<file path="config.mk">
export PLATFORM = sky130hd
export DESIGN_NAME = vram_arbiter
export DESIGN_NICKNAME = d
export VERILOG_FILES = /design/src/rtl/vram_pkg.sv /design/src/rtl/vram_refresh_timer.sv /design/src/rtl/vram_arbiter.sv
export SDC_FILE = /design/constraint.sdc
export NUM_CORES = 1
export LEC_CHECK = 0
export ABC_AREA = 1
export CORE_UTILIZATION = 48
export CTS_CLUSTER_SIZE = 28
export DETAILED_ROUTE_END_ITERATION = 10
export MAX_ROUTING_LAYER = met4
export PLACE_DENSITY = 0.92
export SLEW_MARGIN = 20
export SYNTH_ARGS = -nofsm -noshare
export SYNTH_HDL_FRONTEND = slang
export SYNTH_HIERARCHICAL = 1
export SYNTH_SLANG_ARGS = --single-unit
export TNS_END_PERCENT = 10
</file>
<file path="constraint.sdc">
create_clock -name clk_14m -period 3 [get_ports clk_14m]
set_clock_uncertainty 0.15 [all_clocks]
set_input_delay 0.3 -clock clk_14m [delete_from_list [all_inputs] [get_ports clk_14m]]
set_output_delay 0.3 -clock clk_14m [all_outputs]
set_load 0.005 [all_outputs]
</file>
<file path="src/rtl/vram_pkg.sv">
// Shared state encoding and default constants for the VRAM arbiter slice.
package vram_pkg;
   localparam int unsigned REFRESH_ROW_BITS   = 7;
   localparam int unsigned DEF_ACCESS_CYCLES  = 4;
   localparam int unsigned DEF_REFRESH_PERIOD = 912;
   localparam int unsigned DEF_AW             = 12;
   localparam int unsigned DEF_DW             = 8;

   typedef enum logic [1:0] {
      IDLE = 2'd0,
      VID  = 2'd1,
      REF  = 2'd2,
      CPU  = 2'd3
   } state_t;
endpackage

</file>
<file path="src/rtl/vram_refresh_timer.sv">
// Free-running scanline refresh timer: raises ref_pend once per period,
// flags a lost refresh, and steps the refresh row when a refresh is taken.
module vram_refresh_timer
   import vram_pkg::*;
#(
   parameter int unsigned REFRESH_PERIOD = DEF_REFRESH_PERIOD
) (
   input  logic                        clk_14m,
   input  logic                        rst_n,
   input  logic                        ref_ack,
   output logic                        ref_pend,
   output logic                        ref_miss,
   output logic [REFRESH_ROW_BITS-1:0] ref_row
);
   localparam int unsigned TW = $clog2(REFRESH_PERIOD);
   localparam logic [TW-1:0] RELOAD = TW'(REFRESH_PERIOD - 1);

   logic [TW-1:0] timer;
   logic          tick;

   assign tick = (timer == '0);

   // The row is captured by the arbiter on the same edge ref_ack is seen,
   // so stepping it here is equivalent to stepping it on REF exit.
   always_ff @(posedge clk_14m or negedge rst_n) begin
      if (!rst_n) begin
         timer    <= RELOAD;
         ref_pend <= 1'b0;
         ref_miss <= 1'b0;
         ref_row  <= '0;
      end else begin
         timer <= tick ? RELOAD : timer - 1'b1;
         if (tick) begin
            ref_pend <= 1'b1;
            if (ref_pend && !ref_ack) ref_miss <= 1'b1;
         end else if (ref_ack) begin
            ref_pend <= 1'b0;
         end
         if (ref_ack) ref_row <= ref_row + 1'b1;
      end
   end
endmodule

</file>
<file path="src/rtl/vram_arbiter.sv">
// Fixed-priority arbiter sharing one RAM port between video fetch, refresh
// and the 8080 CPU, issuing fixed-length RAM cycles.
module vram_arbiter
   import vram_pkg::*;
#(
   parameter int unsigned ACCESS_CYCLES  = DEF_ACCESS_CYCLES,
   parameter int unsigned REFRESH_PERIOD = DEF_REFRESH_PERIOD,
   parameter int unsigned AW             = DEF_AW,
   parameter int unsigned DW             = DEF_DW
) (
   input  logic          clk_14m,
   input  logic          rst_n,
   input  logic          vid_slot,
   input  logic [AW-1:0] vid_addr,
   output logic [DW-1:0] vid_data,
   output logic          vid_valid,
   input  logic          cpu_req,
   input  logic          cpu_we,
   input  logic [AW-1:0] cpu_addr,
   input  logic [DW-1:0] cpu_wdata,
   output logic [DW-1:0] cpu_rdata,
   output logic          cpu_ready,
   output logic [AW-1:0] ram_addr,
   output logic [DW-1:0] ram_wdata,
   input  logic [DW-1:0] ram_rdata,
   output logic          ram_ce,
   output logic          ram_we,
   output logic          ram_rfsh,
   output logic          vid_overrun,
   output logic          ref_miss
);
   localparam int unsigned CW = $clog2(ACCESS_CYCLES);
   localparam logic [CW-1:0] LAST_CNT = CW'(ACCESS_CYCLES - 1);

   state_t                      state, state_n;
   logic [CW-1:0]               cnt, cnt_n;
   logic                        slot_d1, slot_d2, vid_rise;
   logic                        vid_pend, vid_pend_n, vid_overrun_n;
   logic                        cpu_done, cpu_done_n;
   logic                        ref_pend, ref_ack, vid_ack, start, last;
   logic [REFRESH_ROW_BITS-1:0] ref_row;
   logic [AW-1:0]               ram_addr_n;
   logic [DW-1:0]               ram_wdata_n, vid_data_n, cpu_rdata_n;
   logic                        ram_ce_n, ram_we_n, ram_rfsh_n, vid_valid_n;

   vram_refresh_timer #(.REFRESH_PERIOD(REFRESH_PERIOD)) u_refresh (
      .clk_14m  (clk_14m),
      .rst_n    (rst_n),
      .ref_ack  (ref_ack),
      .ref_pend (ref_pend),
      .ref_miss (ref_miss),
      .ref_row  (ref_row)
   );

   assign vid_rise  = slot_d1 & ~slot_d2;
   assign start     = (state == IDLE) && (state_n != IDLE);
   assign last      = (state != IDLE) && (cnt == LAST_CNT);
   assign vid_ack   = start && (state_n == VID);
   assign ref_ack   = start && (state_n == REF);
   assign cpu_ready = ~cpu_req | cpu_done;

   always_ff @(posedge clk_14m or negedge rst_n) begin
      if (!rst_n) begin
         state <= IDLE;
         cnt   <= '0;
      end else begin
         state <= state_n;
         cnt   <= cnt_n;
      end
   end

   always_comb begin
      state_n = state;
      cnt_n   = cnt;
      case (state)
         IDLE: begin
            cnt_n = '0;
            if (vid_pend)                  state_n = VID;
            else if (ref_pend)             state_n = REF;
            else if (cpu_req && !cpu_done) state_n = CPU;
         end
         default: begin
            if (cnt == LAST_CNT) begin
               state_n = IDLE;
               cnt_n   = '0;
            end else begin
               cnt_n = cnt + 1'b1;
            end
         end
      endcase
   end

   // Next values for every registered output and request flag.
   always_comb begin
      ram_addr_n    = ram_addr;
      ram_wdata_n   = ram_wdata;
      ram_ce_n      = (state_n != IDLE);
      ram_rfsh_n    = (state_n == REF);
      ram_we_n      = (state_n == CPU) && (start ? cpu_we : ram_we);
      vid_data_n    = vid_data;
      vid_valid_n   = last && (state == VID);
      cpu_rdata_n   = cpu_rdata;
      cpu_done_n    = cpu_req && (cpu_done || (last && (state == CPU)));
      vid_pend_n    = vid_pend;
      vid_overrun_n = vid_overrun;
      if (start) begin
         case (state_n)
            VID:     ram_addr_n = vid_addr;
            REF:     ram_addr_n = AW'(ref_row);
            CPU: begin
               ram_addr_n  = cpu_addr;
               ram_wdata_n = cpu_wdata;
            end
            default: ;
         endcase
      end
      if (last && (state == VID))            vid_data_n  = ram_rdata;
      if (last && (state == CPU) && !ram_we) cpu_rdata_n = ram_rdata;
      if (vid_rise) begin
         vid_pend_n = 1'b1;
         if (vid_pend && !vid_ack) vid_overrun_n = 1'b1;
      end else if (vid_ack) begin
         vid_pend_n = 1'b0;
      end
   end

   always_ff @(posedge clk_14m or negedge rst_n) begin
      if (!rst_n) begin
         slot_d1     <= 1'b0;
         slot_d2     <= 1'b0;
         vid_pend    <= 1'b0;
         vid_overrun <= 1'b0;
         cpu_done    <= 1'b0;
         ram_addr    <= '0;
         ram_wdata   <= '0;
         ram_ce      <= 1'b0;
         ram_we      <= 1'b0;
         ram_rfsh    <= 1'b0;
         vid_data    <= '0;
         vid_valid   <= 1'b0;
         cpu_rdata   <= '0;
      end else begin
         slot_d1     <= vid_slot;
         slot_d2     <= slot_d1;
         vid_pend    <= vid_pend_n;
         vid_overrun <= vid_overrun_n;
         cpu_done    <= cpu_done_n;
         ram_addr    <= ram_addr_n;
         ram_wdata   <= ram_wdata_n;
         ram_ce      <= ram_ce_n;
         ram_we      <= ram_we_n;
         ram_rfsh    <= ram_rfsh_n;
         vid_data    <= vid_data_n;
         vid_valid   <= vid_valid_n;
         cpu_rdata   <= cpu_rdata_n;
      end
   end
endmodule
</file>
# After elaboration in Yosys (flattened, before gate mapping)
# Index checks and enable logic that the tools add are counted.
dict set report word_totals {
  reg_bits 68
  latchBits 0
  ramBits 0
  mem_bits_ro 0
  in_bits 45
  out_inout_bits 43
  wordCells 74
  memories 0
}
dict set report op_classes {
  n_addsub 3
  n_mul 0
  div 0
  order_cmp 0
  eq_ne 6
  shift 0
  muxes 14
  n_bitwise 4
  reduce_logical 28
}
# cell count
set ops {}
lappend ops {{case mux 12 bit (3 select lines)} 1}
lappend ops {{2-to-1 mux 2 bit} 7}
lappend ops {{logical AND 1 bit} 12}
lappend ops {{logical NOT 10 bit} 1}
lappend ops {{2-to-1 mux 10 bit} 1}
lappend ops {{subtractor 10 x 1 -> 10 bit, second input constant} 1}
lappend ops {{== test 2 bit, second input constant} 4}
lappend ops {{AND reduction 2 bit} 4}
lappend ops {{nonzero test 2 bit} 4}
lappend ops {{adder 7 x 1 -> 7 bit, second input constant} 1}
lappend ops {{2-to-1 mux 1 bit} 5}
lappend ops {{== test 2 x 1 -> 1 bit, second input constant} 2}
lappend ops {{logical NOT 1 bit} 4}
lappend ops {{nonzero test 3 bit} 1}
lappend ops {{adder 2 x 1 -> 2 bit, second input constant} 1}
lappend ops {{logical NOT 2 bit} 1}
lappend ops {{inverter 1 bit} 2}
lappend ops {{bitwise AND 1 bit} 1}
lappend ops {{logical OR 1 bit} 1}
lappend ops {{OR 1 bit} 1}

# Logic depth before layout (Yosys ltp)
dict set report depth {
  ltp_word 12
  ltp_mapped 15
  ltp_nobuf 15
}

# Hierarchy
# The synthesis kept the hierarchy.
# mod n_inst cells_per_inst area_per_inst_um2 seq_area_each_um2
set by_module_without_submodules {}
lappend by_module_without_submodules {vram_arbiter 1 257 2270.9 1226.2}
lappend by_module_without_submodules {vram_refresh_timer 1 98 899.6 484.2}

# Least setup slack after synthesis
# Ideal clock, no wire load.
dict set report synth_path {
  path_kind {reg-to-reg}
  from {register cnt[0]}
  to {register u_refresh.ref_row[6]}
  setup_time_ns 0.123
  arrival_time_ns 1.788
  t_required_ns 2.727
  slack_ns 0.939
  stages_incl_launch_ff 14
  path_buffers 1
  synth_period_minus_slack_ns 2.061
  cell_sequence {dfrtp_1 -> ha_1 -> inv_2 -> nand2_1 -> nand2_4 -> inv_6 -> buf_6 -> nor2_1 -> nand2_1 -> inv_1 -> nand2_1 -> nor2_1 -> nand3_1 -> xnor2_1}
}
dict set report synth_between {
  word_cells_on_any_way 7
  classes_between {2 x eq/ne; 2 x mux; 3 x reduce/logical}
}
# element line
set synth_rtl {}
lappend synth_rtl {{from (decl)} vram_arbiter.sv:36} ;# logic [CW-1:0] cnt, cnt_n;
lappend synth_rtl {{from (signal assigned)} vram_arbiter.sv:68} ;# cnt <= cnt_n;
lappend synth_rtl {{== test 2 bit} vram_arbiter.sv:83} ;# if (cnt == LAST_CNT) begin
lappend synth_rtl {{2-to-1 mux 2 bit} vram_arbiter.sv:83}
lappend synth_rtl {{2-to-1 mux 2 bit} vram_arbiter.sv:75} ;# case (state)
lappend synth_rtl {{== test 2 bit} --}
lappend synth_rtl {{via ram_rfsh_n} vram_arbiter.sv:44} ;# logic ram_ce_n, ram_we_n, ram_rfsh_n, vid_valid_n;
lappend synth_rtl {{logical AND 1 bit} vram_arbiter.sv:59} ;# assign ref_ack = start && (state_n == REF);
lappend synth_rtl {{via ref_ack} vram_arbiter.sv:40} ;# logic ref_pend, ref_ack, vid_ack, start, last;
lappend synth_rtl {{to (signal assigned)} vram_refresh_timer.sv:39} ;# if (ref_ack) ref_row <= ref_row + 1'b1;
lappend synth_rtl {{to (decl)} vram_refresh_timer.sv:13} ;# output logic [REFRESH_ROW_BITS-1:0] ref_row
# The timed path passes the listed nets, and every way through them passes these cells.
# A chain may end at the register's enable or synchronous reset.

# Worst setup path in the final report
# Same ends and word-level chain as after synthesis.

==> results.txt <==
Clock Pin Slew Worst Setup and Hold Paths: 0.09 ns
register bit count reported by yosys: 68
TritonCTS Sinks: 68
Peak Freq: 0.426 GHz
post-synthesis net count: 403
H-tree depth: 3
Cell variety after synth: 34
GPL Wtd Cong: 0.780
Critical Path AT: 2.44 ns
Via density: 5.03
Final min period: 2.35 ns
drc violations: 0
Initial DRT Pass Iterations: 5
largest net degree at the start of global routing: 36
starting density of the core: 0.499
post-synthesis cell count: 355
relative slew slack: 0.485
GR Overflow Total: 0
Root Buffer: clkbuf_8
total CTS buffers: 9
initial antenna violation count: 0
Crit path top cell by count: nand2_1
total core area: 6350 um2
All-Layer GR Usage: 0.237
final setup TNS: 0 ns
CP Depth: 12
flop2flop setup slack: 0.65 ns
Placed Cells incl. Taps: 513
final std cells w/o fill: 530
Final #Nets: 496
Area Growth Syn to Fin: 35.3%
I/O pin count: 88
Hold Path Class: in2reg
Detailed Route WL: 7240 um
Horiz. Die Dim: 83.3 um
Syn Std Cell Area: 3170 um2
FF-to-FF Start: cnt[0]
fill count: 464
slowest stage delay, CP: 0.40 ns
DP HPWL: 5210 um
CTS tree: done
fin crit share: 0.783
CP Cell Sequence: ha_1, inv_2, nand2_1, nand2_4, inv_6, nor2_1, nand2_1, inv_1, nand2_1, nor2_1, nand3_1, xnor2_1
layout cells sized above 1: 0.126
Peak VDD IR: 555 uV
Final Hold Viols: 0
final setup fails: 0
Inserted Diodes: 0
Buffers & Inverters on Critical Path: 3
post-cts resize count: 0
Worst R2R Path Depth: 12
CP required: 3.09 ns
DIE HEIGHT: 83.3 um
CP top delay family: simple AND/OR/NAND/NOR gates
Max Transition Viols Final: 0
vias in the first global route: 2,681
Final Cell Area: 4290 um2
Worst path slowest cell: dfrtp_1
Slew @ Worst Pin: 0.772 ns
die area: 6930 um2
First DRT Iteration DRCs: 242
Pwr Density: 923 nW/um2
Endpoint, Worst Hold: slot_d1
number of setup buffers added after CTS: 0
total number of vias: 2,667
Critical R2R Capture: u_refresh/ref_row[6]
clk_lat worst skew: 0.36 ns
first-pass GRT wire length: 12,400 um
Cell Rows: 29
CTS Hold Buffers Added: 1
Port-buffer cells: 87
CTS Buffer Depth: 2
CP endpoint kind: flop
status: completed
sequential share of the synthesized area: 0.539
min-delay src: vid_slot
kind of critical path: reg2reg
synth warn: 6
startpoint types: flop
hold path cells: 1
post-route ant nets: 0
max_cap viols: 0
CP startpoint: cnt[0]
Mean Syn Cell Area: 8.93 um2
crit path max fanout: 16
LEAKAGE: 0.00208 uW
placed inst area: 4100 um2
RSZ-0062 raised after global routing: false
drt wl/cell: 13.7 um
-- cell usage after synthesis --
master    instances  area [um2]
dfrtp_1          61        1530
buf_6             2        22.5
nor2_1           28         105
nor2_2            8        50.1
buf_12            1        20.0
o21bai_1          1        7.51
nand2_1         108         405
nand3_4           1        17.5
nor3_1            3        15.0
o21ai_4           1        16.3
inv_1            35         131
nand3_1          31         155
clkbuf_1          4        15.0
o21a_1            1        7.51
xnor2_1           2        17.5
nand2_8           4        80.1
ha_1              3        37.5
dfstp_2           7         184
or2_2             2        12.5
and2_1            1        6.26
nand4_1           8        50.1
nand3b_1          1        7.51
o21ai_0          19        95.1
nand2_2           3        18.8
o21bai_2          1        11.3
inv_6             2        17.5
inv_2             2        7.51
a21oi_1           1        5.00
xor2_1            6        52.6
nor3_2            1        10.0
nand2_4           2        22.5
inv_4             2        12.5
nor2_4            2        22.5
buf_2             1        5.00
-- sequential cells by signal, indices dropped and copies added (netlist names) --
register,cells
cnt,2
u_refresh/ref_miss,1
ram_ce,1
u_refresh/timer,10
cpu_rdata,8
vid_valid,1
ram_addr,12
vid_data,8
ram_rfsh,1
u_refresh/ref_row,7
slot_d2,1
vid_overrun,1
vid_pend,1
u_refresh/ref_pend,1
ram_wdata,8
ram_we,1
state,2
slot_d1,1
cpu_done,1
-- power by group --
| group | internal (uW) | switching, uW | leakage (uW) |
|---|---|---|---|
| clock | 311 | 384 | 0.0000881 |
| sequential | 1240 | 196 | 0.000810 |
| combinational | 855 | 973 | 0.00118 |
| total | 2410 | 1550 | 0.00208 |
-- layout make-up --
type | instances | area (um2) | share of cell area
Sequential cell | 68 | 1710 | 0.399
Multi-Input combinational cell | 238 | 1230 | 0.286
Timing Repair Buffer | 90 | 903 | 0.211
Inverter | 41 | 169 | 0.0394
Clock buffer | 9 | 124 | 0.0289
Tap cell | 77 | 96.3 | 0.0225
Clock inverter | 7 | 57.6 | 0.0134
-- placed cells by master, fill, tap and decap left out, types with 2 or more instances in the layout --
cell type / n
nor2_1: 28
o21ai_0: 19
inv_2: 2
nand4_1: 8
nand2_8: 4
clkbuf_8: 9
dfrtp_1: 61
nor3_1: 3
nand2_2: 3
clkinvlp_4: 2
or2_2: 2
dfstp_2: 7
nand2_1: 108
inv_1: 35
xnor2_1: 2
nor2_2: 8
nor2_4: 2
inv_6: 4
nand3_1: 31
inv_4: 2
nand2_4: 2
clkdlybuf4s50_1: 86
xor2_1: 6
ha_1: 3
-- metal layers --
layer	GRT usage	wire length, um
met5	-	0
met4	0.108	159
met3	0.0606	441
met2	0.385	3630
met1	0.277	3020
-- how the worst max path moves through the flow --
stage                                 to
floorplan           u_refresh/ref_row[6]
global placement    u_refresh/ref_row[5]
detailed placement  u_refresh/ref_row[6]
CTS                 u_refresh/ref_row[6]
global route        u_refresh/ref_row[6]
finish              u_refresh/ref_row[6]
-- stage by stage --
stage,total power (uW),hold slack (ns),util,setup slack [ns]
final,3960,0.222,0.675,0.650
after floorplan,2530,-0.146,-,0.939
after detailed placement,3270,0.230,0.645,0.493
after global routing,4250,0.198,0.675,0.447
after CTS,3980,0.214,0.675,0.645
after global placement,3190,0.208,0.645,0.644
-- logic make-up after synthesis --
family          Yosys count  synth area share
flops                    68             0.539
fa+ha+maj                 3            0.0118
simple gates            203             0.309
compound gates           24            0.0450
xor+xnor                  8            0.0221
buf+inv                  49            0.0730
Power figures use the tool's default switching activity.
